### config.mk
export PLATFORM = sky130hd
export DESIGN_NAME = hazard_stall_unit
export DESIGN_NICKNAME = d
export VERILOG_FILES = /design/src/rtl/hazard_stall_unit.sv
export SDC_FILE = /design/constraint.sdc
export NUM_CORES = 1
export LEC_CHECK = 0
export CAP_MARGIN = 10
export CORE_AREA = 2 2 62 123
export CTS_CLUSTER_DIAMETER = 80
export DETAILED_ROUTE_END_ITERATION = 7
export DIE_AREA = 0 0 64 125
export PLACE_DENSITY_LB_ADDON = 0.05
export SYNTH_ARGS = -nofsm -noshare
export SYNTH_HDL_FRONTEND = slang
export SYNTH_SLANG_ARGS = --single-unit
### constraint.sdc
create_clock -name clk -period 6 [get_ports clk]
set_input_delay 0.9 -clock clk [delete_from_list [all_inputs] [get_ports clk]]
set_output_delay 0.9 -clock clk [all_outputs]
set_load 0.1 [all_outputs]
### src/rtl/hazard_stall_unit.sv
// Load-use / branch-flush / memory-wait hazard controller beside the ID stage,
// with a memory-wait watchdog and saturating performance counters.
module hazard_stall_unit #(
  parameter int TIMEOUT = 255,
  parameter int CNT_W   = 16
) (
  input  logic             clk,
  input  logic             reset,
  input  logic             id_valid,
  input  logic [6:0]       id_opcode,
  input  logic [4:0]       id_rs1,
  input  logic [4:0]       id_rs2,
  input  logic [4:0]       id_rd,
  input  logic             mem_branch_taken,
  input  logic             mem_access,
  input  logic             dmem_ready,
  output logic             stall,
  output logic             pc_write,
  output logic             ifid_write,
  output logic             flush,
  output logic             freeze,
  output logic             mem_timeout,
  output logic [CNT_W-1:0] stall_cycles,
  output logic [CNT_W-1:0] freeze_cycles,
  output logic [CNT_W-1:0] flush_events
);
  localparam logic [6:0] OP_R   = 7'b0110011;
  localparam logic [6:0] OP_LD  = 7'b0000011;
  localparam logic [6:0] OP_I   = 7'b0010011;
  localparam logic [6:0] OP_ST  = 7'b0100011;
  localparam logic [6:0] OP_BR  = 7'b1100011;

  typedef enum logic {RUN, MEM_WAIT} state_t;

  state_t      state;
  logic        ex_is_load;
  logic [4:0]  ex_rd;
  logic [15:0] wait_cnt;
  logic [15:0] wait_base;
  logic [16:0] wait_inc;
  logic        rs1_used, rs2_used, hazard, wait_c, ld_stall;

  assign wait_c   = mem_access & ~dmem_ready;
  assign rs1_used = (id_opcode == OP_R) || (id_opcode == OP_LD) || (id_opcode == OP_I) ||
                    (id_opcode == OP_ST) || (id_opcode == OP_BR);
  assign rs2_used = (id_opcode == OP_R) || (id_opcode == OP_ST) || (id_opcode == OP_BR);
  assign hazard   = id_valid & ex_is_load & (ex_rd != 5'd0) &
                    ((rs1_used & (id_rs1 == ex_rd)) | (rs2_used & (id_rs2 == ex_rd)));
  assign ld_stall = ~reset & ~wait_c & ~mem_branch_taken & hazard;

  // wait_cnt is meaningless outside MEM_WAIT, so a fresh wait always starts from zero
  assign wait_base = (state == RUN) ? 16'd0 : wait_cnt;
  assign wait_inc  = {1'b0, wait_base} + 17'd1;

  always_comb begin
    stall      = 1'b0;
    pc_write   = 1'b1;
    ifid_write = 1'b1;
    flush      = 1'b0;
    freeze     = 1'b0;
    if (!reset) begin
      if (wait_c) begin
        freeze     = 1'b1;
        pc_write   = 1'b0;
        ifid_write = 1'b0;
      end else if (mem_branch_taken) begin
        flush = 1'b1;
        stall = 1'b1;
      end else if (hazard) begin
        stall      = 1'b1;
        pc_write   = 1'b0;
        ifid_write = 1'b0;
      end
    end
  end

  // ID/EX shadow: only the load flag and destination matter for load-use detection
  always_ff @(posedge clk or posedge reset) begin
    if (reset) begin
      ex_is_load <= 1'b0;
      ex_rd      <= 5'd0;
    end else if (!freeze) begin
      if (stall || flush || !id_valid) begin
        ex_is_load <= 1'b0;
        ex_rd      <= 5'd0;
      end else begin
        ex_is_load <= (id_opcode == OP_LD);
        ex_rd      <= id_rd;
      end
    end
  end

  always_ff @(posedge clk or posedge reset) begin
    if (reset) begin
      state       <= RUN;
      wait_cnt    <= 16'd0;
      mem_timeout <= 1'b0;
    end else begin
      case (state)
        RUN:      if (wait_c)  state <= MEM_WAIT;
        MEM_WAIT: if (!wait_c) state <= RUN;
        default:  state <= RUN;
      endcase
      if (wait_c) begin
        if (wait_base != 16'hffff) wait_cnt <= wait_inc[15:0];
        if (wait_inc == 17'(TIMEOUT)) mem_timeout <= 1'b1;
      end else begin
        wait_cnt <= 16'd0;
      end
    end
  end

  always_ff @(posedge clk or posedge reset) begin
    if (reset) begin
      stall_cycles  <= '0;
      freeze_cycles <= '0;
      flush_events  <= '0;
    end else begin
      if (ld_stall && (stall_cycles  != '1)) stall_cycles  <= stall_cycles  + 1'b1;
      if (freeze   && (freeze_cycles != '1)) freeze_cycles <= freeze_cycles + 1'b1;
      if (flush    && (flush_events  != '1)) flush_events  <= flush_events  + 1'b1;
    end
  end
endmodule

==> impl.org, run 1 <==
** Status
- Run status :: finished, final reports clean

** Power
- IR analysis of the VDD net gives a maximum drop of 384 uV.
- The completed layout was analyzed and its total power is 1.58 mW.
- Dividing total power by cell area gives a power density of 315 nW/um^2.
- Standby leakage power :: 2.17 nW

** STA
- Crit share post-route :: 75.6%
- The final max-slew violation count was 0.
- In the final timing run, aggregate negative setup slack is 0 ns.
- Measured against its own limit, the worst slew margin works out to 33.6%.
- Final setup violation count :: 0
- Setup repair after global routing left no endpoint under its margin.
- Maximum frequency from static timing analysis :: 221 MHz
- Between clock sinks in the finished design, the worst skew comes to 0.00900 ns.
- At the pin with the least slew margin, the transition time is 0.994 ns.
- The routed design could run at a clock period as short as 4.53 ns.
- Endpoints failing hold :: 0

** Finish
- Fraction of final layout cells with drive strength greater than 1 :: 9.15%
- Area growth from synthesis to layout :: 31.7%
- At the end of the flow, the number of nets in the layout was 487.
- Leaving out filler cells and counting taps, the final layout contains 551.
- The number of antenna diodes in the final layout is 0.

** Worst setup path
- In this run the worst setup path terminates at freeze.
- For the worst setup path, the data required time is 5.10 ns.
- The startpoint identified for the worst register-to-register timing path is state.
- Worst flop-to-flop path endpoint :: wait_cnt[1]
- In this run the worst setup path begins at dmem_ready.
- Reg2reg setup slack :: 3.08 ns
- The number of cells on the worst reg-to-reg path is 9.
- Largest fanout on the critical path :: 19
- WP data arrival :: 3.63 ns
- STA classifies the critical path endpoint as a primary output.
- The worst setup path is of the in2out kind.
- The worst setup path is launched from an input port.

** Synthesis
- Of all cell types, the one taking the most synthesized area is sky130_fd_sc_hd__dfrtp_1.
- The top cell type by area accounts for 47.4% of the synthesized area.
- Number of enable flip-flop cells after synthesis :: 0
- Post-Synthesis Net Count :: 406
- Syn_area_per_cell :: 10.2 um^2
- For this run, asynchronously set or reset flops after synthesis account for 100%.
- Register area share after synthesis :: 47.4%
- Most instantiated library cell after synthesis :: sky130_fd_sc_hd__dfrtp_1
- Yosys attributes the largest share of cell area to sky130_fd_sc_hd__dfrtp_1, sky130_fd_sc_hd__xnor2_1, sky130_fd_sc_hd__xor2_1.
- The netlist uses 51 different library cells.
- By count the netlist is led by sky130_fd_sc_hd__dfrtp_1, sky130_fd_sc_hd__nand2_1, sky130_fd_sc_hd__xnor2_1, sky130_fd_sc_hd__xor2_1, sky130_fd_sc_hd__nor2_1.
- Synth warn :: 0
- Main flop type after synthesis :: sky130_fd_sc_hd__dfrtp_1
- Flops & latches, synth :: 72
- Cell Area, Synth :: 3800 um^2
- Synthesis handed over a netlist of 373 instances.

** Die
- Core area :: 7100 um^2
- The die is 125 um tall.
- DIE AREA :: 8000 um^2
- Number of primary I/O pins :: 82
- The initialized floorplan defines 44 standard-cell rows.
- Starting Density :: 53.6%
- Floorplan die width :: 64 um

** CTS
- Cell at the root of the clock tree :: sky130_fd_sc_hd__clkbuf_16
- Cts-stage hold buffer count :: 0
- Post-cts repair resize count :: 0
- Maximum buffer depth of the clock tree :: 2
- CTS tree :: built
- Number of setup buffers added after CTS :: 0
- The H-tree generated during clock tree synthesis spans 3 levels.
- Sink count of the clock tree :: 72
- After clock tree synthesis, the clock-pin slew on the worst setup and hold paths is 0.06 ns.
- Clock tree synthesis inserted a total of 9 buffers.
- Clk_lat worst skew :: 0.33 ns

** GRT
- Global routing finished with a remaining overflow of 0.
- The via count of the first global-routing pass came to 3140.
- Largest net degree at the start of global routing :: 73
- Total routing resource utilization after global routing :: 23.6%
- Number of antenna violations at the first check in global routing :: 0
- The first global-routing pass estimated 15.1 mm of wire.

** Route
- In the routed layout, each cell is associated on average with a via count of 5.66.
- Dividing the detail-routed wire length by the instance count gives 16.1 um.
- In this run the remaining antenna-violating nets after routing total 0.
- Post-detailed-route DRC marker count :: 0
- Drt total wl :: 8.85 mm
- For this block, the via count after detailed routing is 3120.
- Number of violations reported at the end of detailed-routing iteration 0 :: 218
- The first detailed-routing pass took 4 iterations.

** Placed design
- The count of buffers added on input and output ports is 81.
- Final HPWL from detailed placement :: 6.15 mm
- Placed Cells :: 535
- Final RePlAce weighted congestion :: 0.880

** Job
- Max cap viols :: 0

** Hold path
- In this run the worst hold path is classified as reg2reg.
critical path, cell delays in order:
cell                              delay (ns)
sky130_fd_sc_hd__clkdlybuf4s50_1        0.39
sky130_fd_sc_hd__nand2b_1               0.52
sky130_fd_sc_hd__nor2_2                 0.58
sky130_fd_sc_hd__clkdlybuf4s50_1        1.23
layout make-up:
cell class,instances,area [um^2]
fillers,539,2090
multi-input cells,276,1880
flip-flops and latches,72,1800
clock inverters,7,119
repair buffers,82,811
well taps,92,115
clock buffers,9,225
inverters,13,56.3
placed cells by master (no fill, tap or decap), types with 5 or more instances in the layout:
master,Yosys,routed
sky130_fd_sc_hd__inv_1,11,10
sky130_fd_sc_hd__nor4_1,5,5
sky130_fd_sc_hd__and4_1,7,7
sky130_fd_sc_hd__nor3_1,8,8
sky130_fd_sc_hd__dfrtp_1,72,72
sky130_fd_sc_hd__clkdlybuf4s50_1,0,78
sky130_fd_sc_hd__and3_1,10,10
sky130_fd_sc_hd__nor2_1,21,21
sky130_fd_sc_hd__nor3_2,7,7
sky130_fd_sc_hd__a32o_1,6,6
sky130_fd_sc_hd__xor2_1,25,25
sky130_fd_sc_hd__nand2_1,43,43
sky130_fd_sc_hd__and2_1,6,6
sky130_fd_sc_hd__nand3_1,20,20
sky130_fd_sc_hd__xnor2_1,42,42
sky130_fd_sc_hd__ha_1,5,5
sky130_fd_sc_hd__a21oi_1,15,15
sky130_fd_sc_hd__clkbuf_16,0,9
sky130_fd_sc_hd__nand4_1,17,17
logic make-up (layout without fill, tap and decap cells):
family	Yosys count	after routing	synth area share [%]
buffers and inverters	25	111	3.19
flip-flops	72	72	47.4
AO/OA/AOI/OAI	43	43	8.42
XOR/XNOR	67	67	15.4
multiplexers	2	2	0.592
adder cells (fa/ha/maj)	5	5	1.64
AND/OR/NAND/NOR	159	159	23.4
sequential cells by signal, summed over array words and instances, names as in the netlist:
signal         count
ex_is_load         1
ex_rd              5
flush_events      16
freeze_cycles     16
mem_timeout        1
stall_cycles      16
state              1
wait_cnt          16
worst min path at each step:
stage / from / to / slack [ns] / cells past startpoint
2_1_floorplan: ex_is_load / ex_is_load / 0.46 / 1
3_3_place_gp: mem_timeout / mem_timeout / 0.46 / 1
3_5_place_dp: flush_events[11] / flush_events[11] / 0.48 / 1
4_1_cts: ex_is_load / ex_is_load / 0.49 / 1
5_1_grt: mem_timeout / mem_timeout / 0.51 / 1
6_report: mem_timeout / mem_timeout / 0.49 / 1
report_power, final:
part / switching (mW) / internal, mW
Clock: 0.202 / 0.406
Combinational: 0.298 / 0.107
Sequential: 0.0468 / 0.519
metal layers:
layer / wire, um / vias to the layer above / part of all wire [%] / GRT usage [%]
met5: 0 / - / 0 / 0
met4: 201 / 0 / 2.3 / 11.3
met1: 4030 / 1501 / 46 / 32.8
met3: 448 / 20 / 5.1 / 4.41
li1: - / 1484 / - / -
met2: 4170 / 115 / 47 / 35.3
stage by stage:
stage	area, um^2	hold slack, ns	setup WS [ns]	util, %
finish	5010	0.487	1.47	70.5
global placement	4660	0.460	1.54	65.7
detailed placement	4660	0.481	1.48	65.7
CTS	5010	0.495	1.47	70.5
floorplan	3810	0.458	0.821	-
global route	5010	0.513	1.38	70.5
No activity file was read; power rests on OpenSTA's default activity.
==> run 2: changes to the inputs <==
CORE_AREA = 2 2 68 134   (was 2 2 62 123)
DIE_AREA = 0 0 70 136   (was 0 0 64 125)
clock period = 4.05 ns   (was 6 ns; I/O delays follow)
==> run 2 against run 1 <==
  * Die area up 19%
  * Count of clock-buffer cells in the layout up 1
  * Register-to-register slack worse by 1.4 ns
  * Largest cell class unchanged
  * Critical path type unchanged
==> impl.org, run 2 (synthesized netlist as in run 1, its figures left out) <==
** Power
- The part of the power in the clock network was 38.4% (was 38.5%).
- Power dissipated by switching net loads :: 0.804 mW (was 0.546 mW)
- The share of total power in sequential cells came to 35.7% (was 35.9%).
- The leakage component of the power is 2.19 nW (was 2.17 nW).
- Share of total power in combinational logic :: 25.9% (was 25.6%)
- Maximum ir drop on the vdd rail :: 419 uV (was 384 uV)
- The total chip power is 2.33 mW (was 1.58 mW).
- Sw Share :: 34.4% (was 34.6%)
- The internal power came to 1.53 mW (was 1.03 mW).
- Total power divided by cell area :: 462 nW/um^2 (was 315 nW/um^2)

** Finish
- Area growth from synthesis to layout :: 32.9% (was 31.7%)
- The number of non-filler instances in the completed layout came to 560 (was 551).
- Final net count :: 488 (was 487)
- The fraction of the core area covered by cells at the end of the flow was 59.3% (was 70.5%).
- Most frequent standard cell in the layout excluding fill and tap cells :: sky130_fd_sc_hd__clkdlybuf4s50_1 (unchanged)
- FILL cells :: 738 (was 539)
- The ratio of cells with drive above 1 in the final layout was 9.78% (was 9.15%).
- The number of diodes added for antenna fixing was 0 (unchanged).
- Commonest non-fill, non-tap cells in the layout :: sky130_fd_sc_hd__clkdlybuf4s50_1, sky130_fd_sc_hd__dfrtp_1, sky130_fd_sc_hd__nand2_1, sky130_fd_sc_hd__xnor2_1, sky130_fd_sc_hd__xor2_1 (unchanged)

** Route
- The detailed router's first-iteration violation count was 144 (was 218).
- Pre-antenna DRT Iters :: 4 (unchanged)
- Post-detailed-route DRC marker count :: 0 (unchanged)
- Wire length per cell :: 16.3 um (was 16.1 um)
- Via density :: 5.42 (was 5.66)
- Via count :: 3037 (was 3120)
- Drt total wl :: 9.15 mm (was 8.85 mm)
- The number of nets with antenna violations after detailed routing came to 0 (unchanged).

** Placed design
- Port Buf Inserts :: 81 (unchanged)
- Final RePlAce weighted congestion :: 0.841 (was 0.880)
- The count of placed standard cells including taps was 544 (was 535).
- The post-DP HPWL was 6.77 mm (was 6.15 mm).

** Worst setup path
- The kind of critical path is in2out (unchanged).
- The depth of the worst register-to-register path is 7 (was 9).
- The sort of element at the start of the critical path is an input port (unchanged).
- The start point of the critical path was id_rs1[4] (was dmem_ready).
- The worst reg-to-reg setup slack is 1.72 ns (was 3.08 ns).
- WP data arrival :: 2.48 ns (was 3.63 ns)
- The endpoint type of the worst setup path is a primary output (unchanged).
- Worst Setup EP :: stall (was freeze)
- Worst flop-to-flop path endpoint :: stall_cycles[15] (was wait_cnt[1])
- The required arrival time at the worst endpoint is 3.44 ns (was 5.10 ns).
- The highest net fanout along the worst path came to 3 (was 19).
- The startpoint of the most critical register-to-register path was stall_cycles[0] (was state).

** Die
- The number of core rows was 48 (was 44).
- Die Y-Extent :: 136 um (was 125 um)
- The horizontal extent of the die is 70 um (was 64 um).
- The die footprint is 9520 um^2 (was 8000 um^2).
- Core area :: 8530 um^2 (was 7100 um^2)
- Starting Density :: 44.6% (was 53.6%)
- Number of primary I/O pins :: 82 (unchanged)

** STA
- The worst clock skew is 0.00561 ns (was 0.00900 ns).
- Endpoints failing hold :: 0 (unchanged)
- Final setup violation count :: 0 (unchanged)
- For this run, the top clock speed supported by timing is 324 MHz.
- The final max-slew violation count is 0 (unchanged).
- The max-slew headroom at the worst pin is 33.8% (was 33.6%).
- Clock period minus worst slack :: 3.09 ns
- Setup repair after global routing missed its margin: no (unchanged).
- Slew at the pin closest to its max-slew limit :: 0.990 ns (was 0.994 ns)
- The setup TNS was 0 ns (unchanged).
- Of the available clock period, the critical path in the final layout requires 76.3%.

** Job
- Max cap viols :: 0 (unchanged)

** CTS
- The number of buffers created by CTS was 9 (unchanged).
- The post-CTS setup-driven buffer insertion count came to 0 (unchanged).
- Cts-stage hold buffer count :: 0 (unchanged)
- The largest buffer count on any clock path came to 2 (unchanged).
- The clock slew seen by the registers of the worst setup and hold paths was 0.05 ns (was 0.06 ns).
- The clock sink count came to 72 (unchanged).
- The CTS H-tree depth was 3 (unchanged).
- The post-CTS resize count came to 0 (unchanged).
- The root buffer cell is sky130_fd_sc_hd__clkbuf_16 (unchanged).
- Clk_lat worst skew :: 0.33 ns (about the same)
- CTS tree :: built (unchanged)

** GRT
- The number of antenna violations at the first check in global routing came to 0 (unchanged).
- Largest net degree at the start of global routing :: 54 (was 73)
- The via count of the first global-routing pass is 3141 (was 3140).
- Wire length of the first global-routing pass :: 15.3 mm (was 15.1 mm)
- Overall overflow remaining after global route :: 0 (unchanged)
- Total routing resource utilization after global routing :: 20.1% (was 23.6%)

** Status
- Run status: finished, final reports clean (unchanged).

** Hold path
- The type of the worst min-delay path is reg2reg (unchanged).
## run 2: changes by cell type in the layout (fill, tap and decap cells not counted), sizes merged
| cell | before | now |
|---|---|---|
| buf | 4 | 7 |
| clkinv | 2 | 3 |
| clkdlybuf4s50 | 78 | 76 |
| inv | 12 | 11 |
| clkbuf | 9 | 10 |
| clkinvlp | 3 | 2 |
## run 2: worst min-delay path by stage
stage | from | endpoint | cells after the start
after detailed placement | mem_timeout | mem_timeout | 1
after global routing | mem_timeout | mem_timeout | 1
after CTS | mem_timeout | mem_timeout | 1
after floorplan | ex_is_load | ex_is_load | 1
final | mem_timeout | mem_timeout | 1
after global placement | mem_timeout | mem_timeout | 1
## run 2: power groups by stage
stage | clock [mW] | combinational, mW | sequential, mW
after global placement | 0 | 0.608 | 0.845
after floorplan | 0 | 0.123 | 1.16
after detailed placement | 0 | 0.610 | 0.846
final | 0.896 | 0.605 | 0.834
after CTS | 0.909 | 0.611 | 0.834
after global routing | 0.941 | 0.631 | 0.844
## run 2: layout make-up
type | instances | area (um^2) | area share, %
clock buffers | 10 | 229 | 4.53
clock inverters | 6 | 108 | 2.13
inverters | 13 | 56.3 | 1.11
multi-input cells | 276 | 1880 | 37.3
flip-flops and latches | 72 | 1800 | 35.6
well taps | 100 | 125 | 2.48
repair buffers | 83 | 851 | 16.8
## run 2: stage by stage
stage / area [um^2] / setup WS (ns) / hold slack [ns]
final: 5050 / 0.960 / 0.472
after global routing: 5050 / 0.837 / 0.499
after CTS: 5050 / 0.899 / 0.478
after detailed placement: 4720 / 0.808 / 0.465
after global placement: 4720 / 0.855 / 0.456
after floorplan: 3810 / 0.0888 / 0.458
## run 2: worst max-delay path, cell delays in order
cell,delay [ns]
sky130_fd_sc_hd__clkdlybuf4s50_1,0.48
sky130_fd_sc_hd__xnor2_1,0.12
sky130_fd_sc_hd__nand3_1,0.13
sky130_fd_sc_hd__o22ai_1,0.32
sky130_fd_sc_hd__and2_1,0.24
sky130_fd_sc_hd__nor2_1,0.05
sky130_fd_sc_hd__nor3_1,0.19
sky130_fd_sc_hd__buf_4,0.34
## run 2: per-layer routing
layer	part of all wire, %	wire [um]	global-route usage [%]
met4	1.9	177	7.37
met1	39	3590	22.3
met3	4.5	416	5.04
met5	0	0	0
met2	54	4960	36.7
==> run 3: changes to the inputs <==
CORE_AREA = 2 2 65 128   (was 2 2 68 134)
DIE_AREA = 0 0 67 130   (was 0 0 70 136)
clock period = 2.9 ns   (was 4.05 ns; I/O delays follow)
==> run 3 against run 2 <==
  * Non-clock buffer count increased by 8
  * Global-route usage increased by 1.0 points
  * Clock power increased by 47%
  * Cell area decreased by 0.17%
  * Clock skew decreased by 0.0013 ns
  * Sequential share of layout area increased by 0.062 points
  * Critical endpoint is now pc_write
  * Largest cell class unchanged
  * Largest power group unchanged
==> impl.org, run 3 (synthesized netlist as in run 1, its figures left out) <==
** Power
- The leakage component of the power is 2.34 nW (was 2.19 nW).
- The worst-case vdd ir drop came to 999 uV (was 419 uV).
- The power density relative to cell area came to 657 nW/um^2 (was 462 nW/um^2).
- The total chip power was 3.32 mW (was 2.33 mW).

** Finish
- Commonest non-fill, non-tap cells in the layout :: sky130_fd_sc_hd__dfrtp_1, sky130_fd_sc_hd__buf_4, sky130_fd_sc_hd__nand2_1, sky130_fd_sc_hd__xnor2_1, sky130_fd_sc_hd__clkdlybuf4s50_1 (was sky130_fd_sc_hd__clkdlybuf4s50_1, sky130_fd_sc_hd__dfrtp_1, sky130_fd_sc_hd__nand2_1, sky130_fd_sc_hd__xnor2_1, sky130_fd_sc_hd__xor2_1)
- Fraction of final layout cells with drive strength greater than 1 :: 22.2% (was 9.78%)
- The area growth from synthesis to final layout was 32.7% (was 32.9%).
- Number of diodes added for antenna fixing :: 0 (unchanged)
- The total of fill cells in the finished design is 664 (was 738).
- The number of nets in the finished design was 496 (was 488).
- Non-filler cells, final :: 564 (was 560)
- Sequential cell area :: 1800 um^2 (unchanged)
- The area occupied by multi-input gates was 1890 um^2 (was 1880 um^2).
- The leading cell type in the layout, fill and taps excluded is sky130_fd_sc_hd__dfrtp_1 (was sky130_fd_sc_hd__clkdlybuf4s50_1).

** STA
- Crit share post-route :: 88.3%
- Post-route worst setup slack :: 0.340 ns (was 0.960 ns)
- Total negative slack :: 0 ns (unchanged)
- Final worst clock skew :: 0.00428 ns (was 0.00561 ns)
- Clock period minus worst slack :: 2.56 ns
- Endpoints failing hold :: 0 (unchanged)
- Final number of max-transition violations :: 0 (unchanged)
- The setup-violating endpoint count in the final report is 0 (unchanged).
- The worst-margin pin slew came to 0.555 ns (was 0.990 ns).
- The max-slew headroom at the worst pin came to 63.0% (was 33.8%).
- Maximum frequency from static timing analysis :: 391 MHz
- Setup repair after global routing missed its margin :: no (unchanged)

** Route
- The post-route DRC violation count was 0 (unchanged).
- The average wire per standard cell is 15.4 um (was 16.3 um).
- Pre-antenna DRT Iters :: 4 (unchanged)
- The number of nets with antenna violations after detailed routing came to 0 (unchanged).
- The detailed router's first-iteration violation count was 102 (was 144).
- The total vias in the final route came to 3078 (was 3037).
- Via density :: 5.46 (was 5.42)
- The final routed wirelength across all metal layers came to 8.68 mm (was 9.15 mm).

** Worst setup path
- Critical-path cell list: clkdlybuf4s50_1, xnor2_1, nand3_1, o22ai_1, and2_1, nor2b_1, o21ai_2, buf_12 (was clkdlybuf4s50_1, xnor2_1, nand3_1, o22ai_1, and2_1, nor2_1, nor3_1, buf_4).
- The data arrival time of the worst path is 2.13 ns (was 2.48 ns).
- Kind of start point of the critical path :: input port (unchanged)
- The library cell contributing the largest single delay on the critical path is sky130_fd_sc_hd__clkdlybuf4s50_1 (unchanged).
- The highest net fanout along the worst path is 3 (unchanged).
- The family of cells with the greatest summed delay on the critical path was buffers and inverters (unchanged).
- Number of buffers and inverters on the critical path :: 2 (unchanged)
- Required time at the endpoint of the critical path :: 2.47 ns (was 3.44 ns)
- Crit path kind :: in2out (unchanged)
- Worst path max stage delay :: 0.47 ns (was 0.48 ns)
- The endpoint type of the worst setup path was a primary output (unchanged).

** Placed design
- The worst setup slack before clock tree synthesis is 0.339 ns (was 0.808 ns).
- Placed Cells :: 548 (was 544)
- The post-DP HPWL was 6.38 mm (was 6.77 mm).
- The weighted congestion at the end of routability-driven global placement came to 0.838 (was 0.841).
- The number of buffer cells added on primary ports is 81 (unchanged).

** CTS
- Cell at the root of the clock tree :: sky130_fd_sc_hd__clkbuf_16 (unchanged)
- The post-CTS setup-driven buffer insertion count is 0 (unchanged).
- Cts-stage hold buffer count :: 0 (unchanged)
- CTS tree :: built (unchanged)
- Maximum buffer depth of the clock tree :: 2 (unchanged)
- Total number of H-tree levels :: 3 (unchanged)
- Clk_lat worst skew :: 0.33 ns (about the same)
- Cts bufs inserted :: 9 (unchanged)
- Post-cts repair resize count :: 0 (unchanged)
- The clock slew seen by the registers of the worst setup and hold paths is 0.06 ns (was 0.05 ns).
- The clock sink count came to 72 (unchanged).

** GRT
- The via count of the first global-routing pass came to 2987 (was 3141).
- Largest net degree at the start of global routing :: 45 (was 54)
- The number of antenna violations at the first check in global routing is 0 (unchanged).
- Overall overflow remaining after global route :: 0 (unchanged)
- The global routing usage summed across all routing layers is 21.1% (was 20.1%).
- The first-pass GRT wire length came to 14.2 mm (was 15.3 mm).

** Die
- The horizontal extent of the die is 67 um (was 70 um).
- The number of placed I/O pins is 82 (unchanged).
- The chip height came to 130 um (was 136 um).
- The die footprint came to 8710 um^2 (was 9520 um^2).
- Row count :: 46 (was 48)
- The starting density of the core was 48.6% (was 44.6%).
- Core area :: 7830 um^2 (was 8530 um^2)

** Job
- The count of max-cap constraint violations was 0 (unchanged).

** Hold path
- The type of the worst min-delay path is reg2reg (unchanged).

** Status
- Run status :: finished, final reports clean (unchanged)
==> run 3: path summary, 6_finish.rpt <==
kind                       slack [ns]               end       startpoint  cells past startpoint
setup / recovery                 0.34          pc_write        id_rs1[4]                      8
hold / removal                   0.48       mem_timeout      mem_timeout                      1
setup reg to reg                 0.52  stall_cycles[15]  stall_cycles[0]                      7
hold reg to reg                  0.48       mem_timeout      mem_timeout                      1
max in group asynchronous        1.46  freeze_cycles[5]            reset                      3
min in group asynchronous        0.60  freeze_cycles[1]            reset                      2
==> run 3: worst reg2reg max path, delay by kind of cell, from the launching register on <==
family          cells  cell delay [ns]
simple gates        4             1.14
compound gates      1             0.29
fa+ha+maj           1             0.25
flops               1             0.44
xor+xnor            1             0.18
==> run 3: per-layer routing <==
metal / share of wire [%] / global-route usage, % / vias up
met3: 5.7 / 3.71 / 12
met1: 44 / 27.6 / 1485
met5: 0 / 0 / -
met4: 2.1 / 9.72 / 0
met2: 49 / 33.7 / 84
li1: - / - / 1497
==> run 3: layout make-up <==
| class | instances | share of cell area [%] |
|---|---|---|
| Clock buffer | 12 | 5.28 |
| Clock inverter | 4 | 1.96 |
| Inverter | 13 | 1.12 |
| Multi-Input combinational cell | 276 | 37.4 |
| Sequential cell | 72 | 35.7 |
| Tap cell | 96 | 2.38 |
| Timing Repair Buffer | 91 | 16.1 |
==> run 3: through the flow <==
step	hold slack, ns	utilization, %	cell area, um^2
after floorplan	0.458	-	3820
after global placement	0.458	59.8	4680
after detailed placement	0.476	59.8	4680
after CTS	0.489	64.5	5050
after global routing	0.493	64.5	5050
final	0.483	64.5	5050
==> run 3: where the power goes <==
| group | total, mW | internal (mW) | switching [mW] |
|---|---|---|---|
| registers | 1.16 | 1.08 | 0.0879 |
| logic | 0.834 | 0.211 | 0.623 |
| clock network | 1.32 | 0.912 | 0.408 |
| total | 3.32 | 2.20 | 1.12 |
